===== src/rtl/dart_game_ctrl.sv =====
// dart_game_ctrl: two-player dart scoring and turn controller with ring scoring, bust and win rules.
// Optional macro DOUBLE_OUT_EN: finishing to zero needs a 50 or 30 dart; reaching 1 is a bust.
module dart_game_ctrl #(
  parameter int START_PT       = 301,
  parameter int DARTS_PER_TURN = 3,
  parameter int GAP_CYC        = 4,
  parameter int CX             = 14,
  parameter int CY             = 14
) (
  input  logic       clk,
  input  logic       reset,
  input  logic       dart_come_i,
  input  logic [7:0] dart_position_x_i,
  input  logic [7:0] dart_position_y_i,
  output logic       game_set_o,
  output logic       player_1_done_o,
  output logic       player_2_done_o,
  output logic       player_1_win_o,
  output logic       player_2_win_o,
  output logic [8:0] player_1_pt_o,
  output logic [8:0] player_2_pt_o
);
  localparam int CW = $clog2(DARTS_PER_TURN + 1);
  localparam int GW = $clog2(GAP_CYC + 1);
  typedef enum logic [2:0] {IDLE, SCORE, UPDATE, DONE, GAP, OVER} state_t;
  state_t          st_q;
  logic [7:0]      x_q, y_q;
  logic [5:0]      val_q;
  logic [8:0]      p1_q, p2_q, snap_q;
  logic            cur_q, turn_end_q, set_q, win1_q, win2_q, done1_q, done2_q;
  logic [CW-1:0]   cnt_q;
  logic [GW-1:0]   gap_q;
  logic signed [16:0] ex_d, ey_d, sx_d, sy_d;
  logic [16:0]     d2_d;
  logic [5:0]      val_d;
  logic [8:0]      cur_pt_d, nxt_pt_d;
  logic signed [9:0] rem_d;
  logic            win_d, bust_d;
  always_comb begin
    ex_d = $signed({9'd0, x_q}) - 17'(CX);
    ey_d = $signed({9'd0, y_q}) - 17'(CY);
    sx_d = ex_d * ex_d;
    sy_d = ey_d * ey_d;
    d2_d = $unsigned(sx_d) + $unsigned(sy_d);
    val_d = d2_d <= 17'd1   ? 6'd50 :
            d2_d <= 17'd9   ? 6'd25 :
            d2_d <= 17'd64  ? 6'd10 :
            d2_d <= 17'd100 ? 6'd30 :
            d2_d <= 17'd169 ? 6'd5  :
            d2_d <= 17'd196 ? 6'd15 : 6'd0;
    cur_pt_d = cur_q ? p2_q : p1_q;
    rem_d = $signed({1'b0, cur_pt_d}) - $signed({4'd0, val_q});
`ifdef DOUBLE_OUT_EN
    win_d  = rem_d == 10'sd0 && (val_q == 6'd50 || val_q == 6'd30);
    bust_d = rem_d < 10'sd0 || rem_d == 10'sd1 || (rem_d == 10'sd0 && !win_d);
`else
    win_d  = rem_d == 10'sd0;
    bust_d = rem_d < 10'sd0;
`endif
    nxt_pt_d = bust_d ? snap_q : win_d ? 9'd0 : rem_d[8:0];
  end
  always_ff @(posedge clk or negedge reset) begin
    if (!reset) begin
      st_q <= IDLE; x_q <= '0; y_q <= '0; val_q <= '0;
      p1_q <= 9'(START_PT); p2_q <= 9'(START_PT); snap_q <= 9'(START_PT);
      cur_q <= 1'b0; turn_end_q <= 1'b0; set_q <= 1'b0; win1_q <= 1'b0; win2_q <= 1'b0;
      done1_q <= 1'b0; done2_q <= 1'b0; cnt_q <= '0; gap_q <= '0;
    end else begin
      case (st_q)
        IDLE: if (dart_come_i) begin
          x_q <= dart_position_x_i;
          y_q <= dart_position_y_i;
          st_q <= SCORE;
        end
        SCORE: begin
          val_q <= val_d;
          st_q <= UPDATE;
        end
        UPDATE: begin
          if (cur_q) p2_q <= nxt_pt_d;
          else p1_q <= nxt_pt_d;
          done1_q <= !cur_q;
          done2_q <= cur_q;
          turn_end_q <= bust_d || (!win_d && cnt_q == CW'(DARTS_PER_TURN - 1));
          if (!bust_d && !win_d) cnt_q <= cnt_q + 1'b1;
          if (win_d) begin
            set_q <= 1'b1;
            win1_q <= !cur_q;
            win2_q <= cur_q;
          end
          st_q <= DONE;
        end
        DONE: begin
          done1_q <= 1'b0;
          done2_q <= 1'b0;
          gap_q <= '0;
          st_q <= set_q ? OVER : GAP;
          // hand over after the pulse so the done flag names the thrower
          if (!set_q && turn_end_q) begin
            cur_q <= !cur_q;
            cnt_q <= '0;
            snap_q <= cur_q ? p1_q : p2_q;
            turn_end_q <= 1'b0;
          end
        end
        GAP: begin
          gap_q <= gap_q + 1'b1;
          if (gap_q == GW'(GAP_CYC - 1)) st_q <= IDLE;
        end
        OVER: st_q <= OVER;
        default: st_q <= IDLE;
      endcase
    end
  end
  assign game_set_o      = set_q;
  assign player_1_done_o = done1_q;
  assign player_2_done_o = done2_q;
  assign player_1_win_o  = win1_q;
  assign player_2_win_o  = win2_q;
  assign player_1_pt_o   = p1_q;
  assign player_2_pt_o   = p2_q;
endmodule


===== config.mk =====
export PLATFORM = sky130hd
export DESIGN_NAME = dart_game_ctrl
export DESIGN_NICKNAME = d
export VERILOG_FILES = /design/src/rtl/dart_game_ctrl.sv
export SDC_FILE = /design/constraint.sdc
export NUM_CORES = 1
export LEC_CHECK = 0
export CAP_MARGIN = 30
export CORE_UTILIZATION = 65
export CTS_CLUSTER_SIZE = 25
export DETAILED_ROUTE_END_ITERATION = 7
export HOLD_SLACK_MARGIN = 0.12
export PLACE_DENSITY = 0.85
export SETUP_SLACK_MARGIN = 0.15
export SLEW_MARGIN = 40
export SYNTH_ARGS = -nofsm -noshare
export SYNTH_HDL_FRONTEND = slang
export SYNTH_SLANG_ARGS = --single-unit

===== constraint.sdc =====
create_clock -name clk -period 21 [get_ports clk]
set_clock_uncertainty 0.05 [all_clocks]
set_input_delay 2.1 -clock clk [delete_from_list [all_inputs] [get_ports clk]]
set_output_delay 2.1 -clock clk [all_outputs]
set_load 0.1 [all_outputs]

==> run summary <==
Post-route ant nets - 0
Avg WL per Cell - 16.5 um
CTS Buffer Depth - 2
Share of cells above drive strength 1 - 9.58%
Hold path depth - 2
CP Launch Point - y_q[1]
Vias - 6347
CTS HTree Levels - 3
Mean post-synth cell area - 9.52 um2
Initial antenna violation count - 0
Startpoint Class - flop
Worst Setup EP - val_q[3]
Starting Density - 67.7%
Overall routed net length - 18700 um
HP Class - flop to flop
Hold_ws - 0.429 ns
R2R cell count - 26
Yosys warning total - 0
Max Clock Freq - 126 MHz
Synthesized area - 8690 um2
Number of detailed-route iterations in the first pass - 5
P&R area growth vs syn - 9.10%
Unrepaired setup endpoints after global routing - no
Final core occ - 73.9%
Num CTS Buffers - 9
Buffers on Ports - 41
DR iter-0 viols - 454
Seq/Total Area, Yosys - 18.6%
Drt drc - 0
Via density - 5.61
Overall Global Routing Usage - 30.0%
Slowest stage delay, CP - 0.56 ns
Worst slew pin tran - 0.761 ns
WS Path Type - flop to flop
Post_cts resized - 0
Worst-path maximum fanout - 13
Horiz. Die Dim - 118 um
Synth Flop Type - dfrtp_1
Die height - 118 um
Die area - 13800 um2
Clock Sinks - 64
WP data required - 21.19 ns
Clk slew on worst S/H paths - 0.06 ns
Setup Buffers After CTS - 0
Filler cells - 888
Row count - 41
Hold Vio Cnt, Final - 0
N_diodes - 0
Final setup vio count - 0
# hold bufs at CTS - 0
Max Cap Violations - 0
Synth Instances - 913
Crit path max-delay cell type - fa_1
Slew HR - 48.9%
Vias in the first global route - 6811
Nets - 1188
Critical path data arrival time - 8.14 ns
Yosys reg bits - 64
Final slew viol count - 0
GPL Wtd Cong - 0.924
Worst R2R Setup Slack - 13.04 ns
Global-route wire length before repair - 32600 um
Post-DP HPWL - 15500 um
Setup_tns - 0 ns
I/O Pins - 42
Tcrit/Tclk final - 37.9%
Status - complete, no violations
Pin count of the biggest net entering global routing - 65
Gr ovfl total - 0
Final worst path period need - 7.96 ns
Clock latency on the worst-skew pair - 0.33 ns
Most used cell, CP - fa_1
TritonCTS clock tree - yes
FF-to-FF End - val_q[3]
Core area - 12800 um2
EDFF count, synth - 0
CTS root buffer - clkbuf_16
Distinct cells, synth - 61
Ys async rst share - 100%
Endpoint class of the critical path - flop
Reg2reg start - y_q[1]
-- worst max-delay path: cells and delay by family (launching register included) --
family                   cells  cell delay [ns]
adder cells (fa/ha/maj)      9             4.19
AO/OA/AOI/OAI                5             1.08
AND/OR/NAND/NOR              5             1.02
flip-flops                   1             0.52
XOR/XNOR                     2             0.51
buffers and inverters        5             0.47
-- cell usage in the layout, fill, tap and decap left out, drive strengths merged, types with 9 or more instances in the layout --
cell | Yosys | layout
nand2b | 9 | 9
ha | 78 | 78
inv | 194 | 194
dfstp | 15 | 15
a21oi | 29 | 29
fa | 136 | 136
clkbuf | 17 | 13
nor3 | 10 | 10
nor2 | 71 | 71
buf | 2 | 28
xor2 | 11 | 11
or2 | 10 | 10
xnor2 | 22 | 22
mux2i | 17 | 17
nand2 | 81 | 81
clkdlybuf4s50 | 0 | 17
o21ai | 50 | 50
dfrtp | 49 | 49
mux2 | 20 | 20
-- through the flow --
stage / cells / setup slack (ns) / cell area [um2]
after floorplan: 918 / 13.90 / 8710
after global placement: 1116 / 13.38 / 9290
after detailed placement: 1116 / 13.09 / 9180
after CTS: 1132 / 13.07 / 9470
after global routing: 1132 / 12.40 / 9480
final: 1132 / 13.04 / 9480
-- area by class of cell --
class / count / area [um2] / area share, %
Inverter: 195 / 732 / 7.72
Tap cell: 172 / 215 / 2.27
Clock buffer: 13 / 250 / 2.64
Timing Repair Buffer: 45 / 324 / 3.42
Multi-Input combinational cell: 640 / 6290 / 66.4
Sequential cell: 64 / 1620 / 17.1
Clock inverter: 3 / 42.5 / 0.449
-- layer usage --
metal | GRT usage, % | routed length (um)
met3 | 6.15 | 1130
met1 | 40.7 | 8000
met4 | 10.4 | 534
met2 | 48.2 | 9070
met5 | 0 | 0
-- how the worst min path moves through the flow --
| stage | end | start |
|---|---|---|
| floorplan | val_q[3] | val_q[3] |
| global route | player_1_done_o | player_1_done_o |
| global placement | player_2_done_o | player_2_done_o |
| detailed placement | player_1_done_o | player_1_done_o |
| finish | player_2_done_o | player_2_done_o |
| CTS | player_1_done_o | player_1_done_o |
-- cells in the mapped netlist, drive strengths merged, types with 4 or more instances --
| library cell | number | share of area, % |
|---|---|---|
| a21boi | 4 | 0.35 |
| a21oi | 29 | 1.7 |
| and3 | 4 | 0.29 |
| clkbuf | 17 | 0.73 |
| dfrtp | 49 | 14 |
| dfstp | 15 | 4.5 |
| fa | 136 | 31 |
| ha | 78 | 11 |
| inv | 194 | 8.4 |
| mux2 | 20 | 2.7 |
| mux2i | 17 | 2.0 |
| nand2 | 81 | 3.5 |
| nand2b | 9 | 0.65 |
| nand3 | 8 | 0.46 |
| nor2 | 71 | 3.1 |
| nor2b | 8 | 0.58 |
| nor3 | 10 | 0.58 |
| nor3b | 8 | 0.69 |
| o21ai | 50 | 2.9 |
| o31ai | 5 | 0.43 |
| or2 | 10 | 0.75 |
| xnor2 | 22 | 2.2 |
| xnor3 | 4 | 1.0 |
| xor2 | 11 | 1.1 |
-- cell families (layout without fill, tap and decap cells) --
family          count (synthesis)  in the layout  synth area share [%]
simple gates                  227            227                  12.0
fa+ha+maj                     214            214                  42.6
buf+inv                       214            256                  9.33
compound gates                119            119                  8.38
flops                          64             64                  18.6
xor+xnor                       37             37                  4.36
mux                            37             37                  4.64
other cells                     1              6                0.0432
-- state kept, by name, summed over array words and instances (netlist names) --
signal and flops:
cur_q 1, player_1_pt_o 9, player_2_pt_o 9, player_1_done_o 1
game_set_o 1, y_q 8, val_q 6, player_1_win_o 1
turn_end_q 1, player_2_done_o 1, st_q 3, x_q 8
snap_q 9, player_2_win_o 1, cnt_q 2, gap_q 3
Power is left out: the tool's default activity adds up to more than one toggle a clock period on the data nets, which glitch-free logic cannot reach.
